## src/rtl/mem_stage.sv

```systemverilog
// mem_stage: memory-access pipeline stage downstream of the EX/MEM latch.
//
// Consumes the latched ALU result, branch target, store data, rd and control
// signals, runs a req/ack transaction to data memory with a timeout, resolves
// branches and registers results into the MEM/WB outputs.
//
// Ports
//   clk, reset (async, active-low)
//   EX/MEM side : in_valid, br, br_cond, alu_cond, alu, adder, writedata, rd,
//                 signals ([0] mem_read, [1] mem_write, [2] reg_write,
//                 [3] mem_to_reg, [10:4] pass-through)
//   dmem side   : dmem_req, dmem_we, dmem_addr, dmem_wdata (out),
//                 dmem_ack, dmem_rdata (in)
//   hazard/pc   : stall, pc_src, br_target (combinational), flush (registered)
//   MEM/WB side : wb_valid, wb_alu, wb_rdata, wb_rd, wb_signals, mem_err
module mem_stage #(
  parameter int DATA_W      = 32,
  parameter int TIMEOUT_CYC = 16
) (
  input  logic              clk,
  input  logic              reset,
  input  logic              in_valid,
  input  logic [3:0]        br,
  input  logic [3:0]        br_cond,
  input  logic [3:0]        alu_cond,
  input  logic [DATA_W-1:0] alu,
  input  logic [DATA_W-1:0] adder,
  input  logic [DATA_W-1:0] writedata,
  input  logic [3:0]        rd,
  input  logic [10:0]       signals,
  output logic              dmem_req,
  output logic              dmem_we,
  output logic [DATA_W-1:0] dmem_addr,
  output logic [DATA_W-1:0] dmem_wdata,
  input  logic              dmem_ack,
  input  logic [DATA_W-1:0] dmem_rdata,
  output logic              stall,
  output logic              pc_src,
  output logic [DATA_W-1:0] br_target,
  output logic              flush,
  output logic              wb_valid,
  output logic [DATA_W-1:0] wb_alu,
  output logic [DATA_W-1:0] wb_rdata,
  output logic [3:0]        wb_rd,
  output logic [10:0]       wb_signals,
  output logic              mem_err
);

  localparam int CW = (TIMEOUT_CYC > 2) ? $clog2(TIMEOUT_CYC) : 1;
  localparam logic [CW-1:0] LAST_CNT = CW'(TIMEOUT_CYC - 1);

  typedef enum logic {S_IDLE, S_WAIT} state_t;

  state_t              r_state;
  logic [CW-1:0]       r_cnt;
  logic [DATA_W-1:0]   r_cap_alu;
  logic [3:0]          r_cap_rd;
  logic [10:0]         r_cap_sig;

  logic w_mem_op;
  logic w_timeout;
  logic w_taken;
  logic w_cap_read;

  assign w_mem_op  = in_valid & (signals[0] | signals[1]);
  assign w_timeout = (r_state == S_WAIT) & (r_cnt == LAST_CNT) & ~dmem_ack;
  // A request with both read and write set is a write, so it returns no data.
  assign w_cap_read = r_cap_sig[0] & ~r_cap_sig[1];

  // Branches resolve only for non-memory instructions accepted in IDLE.
  assign w_taken = (r_state == S_IDLE) & in_valid & ~w_mem_op &
                   ((br == 4'b0001) | ((br == 4'b0010) & (|(br_cond & alu_cond))));

  assign pc_src    = w_taken;
  assign br_target = adder;

  // Stall is masked while reset is held so upstream is released immediately
  // even though it may still be presenting the abandoned memory instruction.
  assign stall = reset & (((r_state == S_IDLE) & w_mem_op) |
                          ((r_state == S_WAIT) & ~dmem_ack & ~w_timeout));

  always_ff @(posedge clk or negedge reset) begin
    if (!reset) begin
      r_state    <= S_IDLE;
      r_cnt      <= '0;
      r_cap_alu  <= '0;
      r_cap_rd   <= '0;
      r_cap_sig  <= '0;
      dmem_req   <= 1'b0;
      dmem_we    <= 1'b0;
      dmem_addr  <= '0;
      dmem_wdata <= '0;
      flush      <= 1'b0;
      wb_valid   <= 1'b0;
      wb_alu     <= '0;
      wb_rdata   <= '0;
      wb_rd      <= '0;
      wb_signals <= '0;
      mem_err    <= 1'b0;
    end else begin
      flush   <= 1'b0;
      mem_err <= 1'b0;
      case (r_state)
        S_IDLE: begin
          if (w_mem_op) begin
            r_state    <= S_WAIT;
            r_cnt      <= '0;
            dmem_req   <= 1'b1;
            dmem_we    <= signals[1];
            dmem_addr  <= alu;
            dmem_wdata <= writedata;
            r_cap_alu  <= alu;
            r_cap_rd   <= rd;
            r_cap_sig  <= signals;
            wb_valid   <= 1'b0;
          end else begin
            wb_valid   <= in_valid;
            wb_alu     <= alu;
            wb_rdata   <= '0;
            wb_rd      <= rd;
            wb_signals <= signals;
            flush      <= w_taken;
          end
        end
        S_WAIT: begin
          // Ack takes priority over a timeout landing in the same cycle.
          if (dmem_ack || (r_cnt == LAST_CNT)) begin
            r_state    <= S_IDLE;
            r_cnt      <= '0;
            dmem_req   <= 1'b0;
            dmem_we    <= 1'b0;
            dmem_addr  <= '0;
            dmem_wdata <= '0;
            wb_valid   <= 1'b1;
            wb_alu     <= r_cap_alu;
            wb_rd      <= r_cap_rd;
            if (dmem_ack) begin
              wb_rdata   <= w_cap_read ? dmem_rdata : '0;
              wb_signals <= r_cap_sig;
            end else begin
              // Abandoned access: suppress the register write-back.
              wb_rdata   <= '0;
              wb_signals <= {r_cap_sig[10:3], 1'b0, r_cap_sig[1:0]};
              mem_err    <= 1'b1;
            end
          end else begin
            r_cnt    <= r_cnt + {{(CW-1){1'b0}}, 1'b1};
            wb_valid <= 1'b0;
          end
        end
        default: r_state <= S_IDLE;
      endcase
    end
  end

endmodule

```

## config.mk

```make
export PLATFORM = sky130hd
export DESIGN_NAME = mem_stage
export DESIGN_NICKNAME = d
export VERILOG_FILES = /design/src/rtl/mem_stage.sv
export SDC_FILE = /design/constraint.sdc
export NUM_CORES = 1
export LEC_CHECK = 0
export ABC_AREA = 0
export BUFFER_PORTS_ARGS = -buffer_cell sky130_fd_sc_hd__buf_2
export CAP_MARGIN = 20
export CORE_AREA = 2 2 133 135
export DETAILED_ROUTE_END_ITERATION = 8
export DIE_AREA = 0 0 135 137
export PLACE_DENSITY = 0.79
export SETUP_SLACK_MARGIN = 0.4
export SLEW_MARGIN = 10
export SYNTH_ARGS = -nofsm -noshare
export SYNTH_HDL_FRONTEND = slang
export SYNTH_SLANG_ARGS = --single-unit
export TNS_END_PERCENT = 50
```

## constraint.sdc

```tcl
create_clock -name clk -period 3.15 [get_ports clk]
set_input_delay 0.4725 -clock clk [delete_from_list [all_inputs] [get_ports clk]]
set_output_delay 0.4725 -clock clk [all_outputs]
set_load 0.02 [all_outputs]
```

==> impl_metrics.yaml, run 1 <==
timing:
  fmax_mhz: 396
  hold_ws_ns: 0.235
  fin_skew_ns: 0.00825
  slew_headroom_pct: 42.0
  min_period_over_period_pct: 80.1
  worst_slew_pin_slew_ns: 0.870
  hold_violations: 0
  setup_viol: 0
  maxSlewViolCount: 0
  fin_tns_setup_ns: 0
  rsz0062_at_grt: "no"
  period_minus_slack_ns: 2.52
die:
  ios: 341
  core_mm2: 0.0171
  start_util_pct: 48.0
  die-area_mm2: 0.0185
  rows: 48
  die_width_um: 135
  die_h_um: 137
yosys:
  ys.flop_type: "dfrtp_1"
  yosysMostFrequentCell: "dfrtp_1"
  yosys.area.top_type: "dfrtp_1"
  yosys_warnings: 0
  ys_ff_latch: 200
  netlist_instances: 549
  synthDominantCellAreaShare_pct: 61.1
  syn_area_mm2: 0.00819
  avgSynthCellArea_um2: 14.9
  synthDistinctLibCells: 29
  yosysSeqAreaShare_pct: 61.1
  ys_async_sr_fraction_pct: 100
  synthTopCellsByCount: "dfrtp_1, mux2_2, a22o_1, buf_4, buf_2"
  ys_top_cells_by_area: "dfrtp_1, mux2_2, a22o_1, buf_4, mux2_1"
  syn-num-nets: 709
  synth_edf_count: 0
setup_path:
  arrival_ns: 2.05
  path_delay_family: "buffers and inverters"
  end_kind: "output pin"
  critical-path-max-stage-delay_ns: 0.40
  cp_data_required_time_ns: 2.68
  critPathSlowestCell: "dfrtp_2"
  cp_cell_sequence: "buf_4, nor2b_2, nand2_1, a2111oi_0, buf_2"
  crit_buf_inv: 2
  cp-start-kind: "register"
  path_max_fanout: 25
  critPathKind: "register to output pin"
place:
  dp_hpwl_um: 12600
  port_buffers: 276
  gp_congestion: 0.760
global_route:
  overflow: 0
  antenna_found_initial: 0
  grt_pass1_vias: 5492
  grt_first_pass_wirelength_um: 28300
  grtUsageTotal_pct: 19.6
  grt_max_degree: 98
routing:
  drt_iter0_markers: 200
  ant_nets: 0
  firstDrtPassIters: 5
  vias: 5425
  drc_errors: 0
  wire_per_inst_um: 18.0
  totalWireLength_um: 18500
  routed_via_density: 5.30
power:
  max-vdd-ir-drop_mv: 0.415
  powerDensity_mw_per_mm2: 727
  leakagePower_nw: 5.06
finish:
  final_nets: 946
  syn2layout_area_growth_pct: 23.1
  fillerInstances: 1364
  layout-drive-gt1-share_pct: 56.6
  n_antenna_cell: 0
flow_run:
  maxCapViolCount: 0
clock_tree:
  clk_latency_ns: 0.42
  clockBufferDepth: 2
  numCtsBuffers: 17
  htree_levels: 4
  cts_sinks: 200
  cts_root_buf: "clkbuf_16"
  cts_tree: "yes"
  clk_pin_slew_worst_paths_ns: 0.07
run_status:
  status: "complete, no violations"
min_path:
  hold_path_class: "input port to register"
-- repair_timing --
item,in CTS,in global routing
gates resized for setup,0,1
endpoints found under the hold margin,34,0
endpoints found under the setup margin,0,1
setup buffers,0,0
hold buffers,1,0
-- kinds of logic (layout without fill, tap and decap cells) --
kind of cell / count (synthesis) / count (layout) / synth area share (%)
flip-flops: 200 / 200 / 61.1
buffers and inverters: 72 / 322 / 5.92
AO/OA/AOI/OAI: 114 / 114 / 12.3
multiplexers: 139 / 139 / 19.1
adder cells (fa/ha/maj): 1 / 1 / 0.153
AND/OR/NAND/NOR: 22 / 22 / 1.33
XOR/XNOR: 1 / 1 / 0.107
-- metal layers --
metal	wire, um	vias up	global-route usage [%]
met2	9050	211	31.3
met3	1450	29	6.37
met1	7600	2716	24.8
li1	-	2469	-
met4	370	0	8.04
met5	0	-	0
-- through the flow --
step / power [mW] / instance area, um2 / setup slack [ns] / cells / util, %
finish: 7.33 / 10100 / 0.627 / 1024 / 59.2
detailed placement: 5.23 / 9490 / 0.791 / 991 / 55.6
global route: 7.69 / 10100 / 0.439 / 1024 / 59.2
CTS: 7.43 / 10100 / 0.500 / 1024 / 59.1
global placement: 5.17 / 9490 / 0.861 / 991 / 55.6
floorplan: 4.61 / 8190 / 0.734 / 549 / -
-- worst paths after layout --
kind | start | end | slack (ns) | cells after the start
hold reg to reg | wb_alu[11] | wb_alu[11] | 0.49 | 1
min in group asynchronous | reset | wb_rd[1] | 0.51 | 2
setup / recovery | r_state | pc_src | 0.63 | 5
setup reg to reg | r_cnt[0] | dmem_wdata[20] | 0.80 | 5
hold / removal | br[3] | flush | 0.23 | 2
max in group asynchronous | reset | dmem_wdata[22] | 1.45 | 3
-- flip-flops by register name (all words and copies together), names as in the netlist, 4 cells and up --
name,flops
wb_rd,4
wb_signals,11
r_cnt,4
wb_alu,32
dmem_wdata,32
r_cap_rd,4
r_cap_alu,32
r_cap_sig,11
wb_rdata,32
dmem_addr,32
-- cell type report --
class                           instances  area (um2)  share of cell area, %
Sequential cell                       200        5010                   49.6
Multi-Input combinational cell        277        2710                   26.9
Timing Repair Buffer                  288        1500                   14.8
Clock buffer                           17         425                   4.22
Tap cell                              225         282                   2.79
Clock inverter                         15         160                   1.59
Inverter                                2        7.51                 0.0744
-- power by group --
group / internal [mW] / switching, mW / leakage (nW)
Combinational: 0.816 / 1.04 / 2.27
Clock: 1.13 / 1.04 / 0.286
Sequential: 3.06 / 0.254 / 2.51
Total: 5.00 / 2.33 / 5.06
-- cell usage in the layout (no fill, tap or decap), types with 3 or more instances in the layout --
master / n
buf_2: 275
dfrtp_1: 199
mux2_2: 128
a22o_1: 99
clkbuf_16: 17
mux2_1: 11
buf_4: 10
nand2_1: 6
inv_6: 6
nor2_1: 4
a22oi_1: 3
nand3_1: 3
clkinv_4: 3
(Power assumes the default switching activity.)
==> inputs of run 2 (changes only) <==
--- a/config.mk
+++ b/config.mk
@@ -8,10 +8,10 @@
 export ABC_AREA = 0
 export BUFFER_PORTS_ARGS = -buffer_cell sky130_fd_sc_hd__buf_2
 export CAP_MARGIN = 20
-export CORE_AREA = 2 2 133 135
+export CORE_MARGIN = 2
+export CORE_UTILIZATION = 43
 export DETAILED_ROUTE_END_ITERATION = 8
-export DIE_AREA = 0 0 135 137
-export PLACE_DENSITY = 0.79
+export PLACE_DENSITY = 0.75
 export SETUP_SLACK_MARGIN = 0.4
 export SLEW_MARGIN = 10
 export SYNTH_ARGS = -nofsm -noshare
==> constraint.sdc (replaced) <==
create_clock -name clk -period 2.1 [get_ports clk]
set_input_delay 0.315 -clock clk [delete_from_list [all_inputs] [get_ports clk]]
set_output_delay 0.315 -clock clk [all_outputs]
set_load 0.02 [all_outputs]
==> run 2 against run 1 <==
Against the previous run: design area is 5.2% higher; first-iteration DRC count increased by 1.0%; count of clock-buffer cells in the layout is 2 higher; highest routed layer unchanged.
==> impl_metrics.yaml, run 2 (synthesis results as in run 1) <==
timing:
  fin_tns_setup_ns: 0
  worst_slew_pin_slew_ns: 0.534
  slew_headroom_pct: 64.2
  fin_skew_ns: 0.0113
  maxSlewViolCount: 0
  hold_ws_ns: 0.104
  period_minus_slack_ns: 1.89
  fmax_mhz: 528
  min_period_over_period_pct: 90.2
  setup_viol: 0
  hold_violations: 0
  setup_slack_ns: 0.206
  rsz0062_at_grt: "yes"
place:
  gp_congestion: 0.772
  port_buffers: 276
  place_ws_ns: 0.256
  dp_hpwl_um: 13400
clock_tree:
  cts_sinks: 200
  htree_levels: 4
  clk_pin_slew_worst_paths_ns: 0.08
  cts_root_buf: "clkbuf_16"
  clockBufferDepth: 2
  cts_tree: "yes"
  numCtsBuffers: 17
  clk_latency_ns: 0.42
setup_path:
  cp-start-kind: "register"
  end_kind: "output pin"
  ff2ff_path_depth: 7
  arrival_ns: 1.58
  critPathKind: "register to output pin"
  path_max_fanout: 4
  cp_data_required_time_ns: 1.78
die:
  start_util_pct: 43.8
  die_width_um: 142
  die-area_mm2: 0.0202
  core_mm2: 0.0187
  ios: 341
  die_h_um: 142
  rows: 50
power:
  max-vdd-ir-drop_mv: 0.521
  powerDensity_mw_per_mm2: 1070
  leakagePower_nw: 5.33
  power.total_mw: 11.4
routing:
  firstDrtPassIters: 4
  drc_errors: 0
  routed_via_density: 5.28
  totalWireLength_um: 20200
  vias: 5584
  wire_per_inst_um: 19.1
  drt_iter0_markers: 202
  ant_nets: 0
finish:
  layout_common_cells: "buf_2, dfrtp_1, mux2_2, a22o_1, clkbuf_16"
  final_nets: 970
  final_common_cell: "buf_2"
  n_antenna_cell: 0
  layout-drive-gt1-share_pct: 58.6
  syn2layout_area_growth_pct: 29.6
  final_util_pct: 56.8
global_route:
  grt_first_pass_wirelength_um: 30300
  antenna_found_initial: 0
  overflow: 0
  grt_pass1_vias: 5639
  grt_max_degree: 86
  grtUsageTotal_pct: 19.6
min_path:
  hold_path_class: "input port to register"
  hold_depth: 2
flow_run:
  maxCapViolCount: 0
run_status:
  status: "complete, no violations"
-- run 2: cell types whose count changed in the layout (fill, tap and decap cells not counted), sizes merged --
cell,change
buf,+22
clkbuf,+4
inv,-4
clkinv,+2
-- run 2: where the power goes --
part | switching [mW] | internal [mW]
Combinational | 1.68 | 1.45
Sequential | 0.378 | 4.59
Clock | 1.53 | 1.76
-- run 2: area by class of cell --
cell class                 count  area (um2)
sequential                   200        5010
clock inverter                13         159
inverter                       2        7.51
multi-input combinational    277        2810
fill                        1554        8090
tap                          234         293
timing repair buffer         312        1890
clock buffer                  19         453
-- run 2: per-layer routing --
metal	wire length [um]	part of all wire (%)	track usage [%]	vias up
met4	397	2.0	6.74	0
li1	-	-	-	2519
met5	0	0	0	-
met1	8440	42	24.4	2807
met3	1230	6.1	5.35	39
met2	10100	50	33.0	219
-- run 2: worst paths after layout --
check                                from        endpoint  slack (ns)
setup / recovery                  r_state          pc_src        0.21
hold / removal             dmem_rdata[24]    wb_rdata[24]        0.10
setup reg to reg                 r_cnt[1]  dmem_wdata[21]        0.31
hold reg to reg                wb_alu[24]      wb_alu[24]        0.49
max in group asynchronous           reset      wb_alu[14]        1.11
min in group asynchronous           reset    r_cap_sig[1]        0.46
-- run 2: critical path, cell delays in order (launching register included) --
cell and delay (ns):
dfrtp_2 0.44, nor2b_4 0.17, nand2_4 0.08, a2111oi_4 0.28
buf_4 0.19
-- run 2: timing repair --
action | in CTS | in global routing
buffers inserted | 7 | 8
pin swaps | 2 | 4
gates resized for setup | 9 | 10
gates cloned | 2 | 2
endpoints found under the hold margin | 33 | 0
endpoints found under the setup margin | 70 | 122
hold buffers | 2 | 0
-- run 2: metrics by stage --
step / cells / instance area (um2)
after floorplan: 549 / 8280
after global placement: 1003 / 9650
after detailed placement: 1004 / 9660
after CTS: 1047 / 10500
after global routing: 1057 / 10600
final: 1057 / 10600
==> inputs of run 3 (changes only) <==
--- a/config.mk
+++ b/config.mk
@@ -8,10 +8,11 @@
 export ABC_AREA = 0
 export BUFFER_PORTS_ARGS = -buffer_cell sky130_fd_sc_hd__buf_2
 export CAP_MARGIN = 20
+export CORE_ASPECT_RATIO = 0.6
 export CORE_MARGIN = 2
 export CORE_UTILIZATION = 43
 export DETAILED_ROUTE_END_ITERATION = 8
-export PLACE_DENSITY = 0.75
+export PLACE_DENSITY = 0.76
 export SETUP_SLACK_MARGIN = 0.4
 export SLEW_MARGIN = 10
 export SYNTH_ARGS = -nofsm -noshare
==> run 3 against run 2 <==
Against the previous run: die area up 0.18%; combinational power is essentially flat; non-clock buffer count unchanged; via count increased by 0.21%; hold slack lost 0.0098 ns; design area barely moved; power up 0.13%; count of clock-buffer cells in the layout did not move; global-route usage increased by 0.43 points; critical path type unchanged; largest power group unchanged.
==> impl_metrics.yaml, run 3 (synthesis results as in run 1) <==
run_status:
  status: "complete, no violations"
timing:
  worst_slew_pin_slew_ns: 0.723
  fin_skew_ns: 0.0168
  slew_headroom_pct: 51.8
  min_period_over_period_pct: 91.3
  setup_slack_ns: 0.182
  hold_violations: 0
  fmax_mhz: 521
  hold_ws_ns: 0.0938
  fin_tns_setup_ns: 0
  maxSlewViolCount: 0
  period_minus_slack_ns: 1.92
  rsz0062_at_grt: "yes"
  setup_viol: 0
finish:
  final_common_cell: "buf_2"
  layout_common_cells: "buf_2, dfrtp_1, mux2_2, a22o_1, buf_4"
  final_cells: 1069
  final_util_pct: 56.4
  stdcell_area_mm2: 0.0106
  n_antenna_cell: 0
  final_nets: 970
  layout-drive-gt1-share_pct: 58.7
  fillerInstances: 1593
  syn2layout_area_growth_pct: 29.7
setup_path:
  path_max_fanout: 2
  timing.rr.start: "r_cnt[1]"
  cp_data_required_time_ns: 1.78
  r2r_slack_ns: 0.20
  cp-start-kind: "register"
  arrival_ns: 1.60
  crit_path_start: "r_cnt[1]"
  critPathKind: "register to output pin"
  end_kind: "output pin"
die:
  die_width_um: 182
  rows: 39
  core_mm2: 0.0188
  start_util_pct: 43.5
  die-area_mm2: 0.0202
  die_h_um: 111
  ios: 341
flow_run:
  maxCapViolCount: 0
place:
  port_buffers: 276
  dpl_cell_area_mm2: 0.00970
  dp_hpwl_um: 13300
  numPlacedInstances: 1018
  place_ws_ns: 0.163
  gp_congestion: 0.769
routing:
  totalWireLength_um: 19900
  routed.top_layer: "met4"
  wire_per_inst_um: 18.6
  routed-wl-met3_um: 1280
  ant_nets: 0
  wl_met1_um: 9080
  drc_errors: 0
  drt_iter0_markers: 253
  vias: 5596
  dr_wl_met2_um: 9410
  routed_via_density: 5.23
  firstDrtPassIters: 4
power:
  powerDensity_mw_per_mm2: 1070
  leakagePower_nw: 5.34
  max-vdd-ir-drop_mv: 0.495
  power.total_mw: 11.4
global_route:
  overflow: 0
  grt_pass1_vias: 5846
  grtUsageTotal_pct: 20.0
  grt_max_degree: 111
  grt_first_pass_wirelength_um: 31600
  antenna_found_initial: 0
clock_tree:
  clockBufferDepth: 2
  cts_root_buf: "clkbuf_16"
  cts_tree: "yes"
  cts_sinks: 200
  numCtsBuffers: 17
  htree_levels: 4
  clk_pin_slew_worst_paths_ns: 0.08
  clk_latency_ns: 0.43
min_path:
  hp-start: "dmem_rdata[11]"
  hold_path_class: "input port to register"
## run 3: cell types whose count changed in the layout (fill, tap and decap cells not counted), sizes merged
cell,before,now
clkinv,7,3
inv,6,10
bufbuf,0,2
clkbuf,22,20
## run 3: metal layers
layer | up-vias | track usage [%]
met3 | 11 | 5.42
met2 | 205 | 32.1
met4 | 0 | 4.78
met5 | - | 0
li1 | 2519 | -
met1 | 2861 | 27.2
## run 3: cell type report
type / count / area [um2] / area share (%)
clock buffer: 19 / 443 / 4.17
multi-input combinational: 277 / 2820 / 26.6
inverter: 2 / 7.51 / 0.0707
tap: 246 / 308 / 2.90
sequential: 200 / 5010 / 47.1
clock inverter: 13 / 151 / 1.43
timing repair buffer: 312 / 1890 / 17.7
## run 3: final timing paths
kind / end / cells after the start
worst max-delay path: stall / 5
worst min-delay path: wb_rdata[11] / 2
worst max register to register: wb_alu[20] / 7
worst min register to register: wb_signals[7] / 1
max in group asynchronous: r_cap_alu[15] / 3
min in group asynchronous: dmem_addr[3] / 3
## run 3: where the power goes
| group | switching (mW) | leakage, nW | internal (mW) |
|---|---|---|---|
| Sequential | 0.405 | 2.51 | 4.59 |
| Combinational | 1.65 | 2.54 | 1.47 |
| Clock | 1.56 | 0.290 | 1.73 |
## run 3: timing repair
action / 4_1_cts / 5_1_grt
cloned: 3 / 0
setup endpoints to repair: 105 / 171
endpoints found under the hold margin: 33 / 0
hold buffers: 2 / 0
gates resized for setup: 16 / 7
pin swaps: 2 / 3
setup buffers: 12 / 2
## run 3: worst max-delay path: stages, from the launching register on
cell and delay (ns):
dfrtp_1 0.40, ha_2 0.20, and3_4 0.16, o22ai_4 0.13
and2_4 0.17, buf_6 0.11
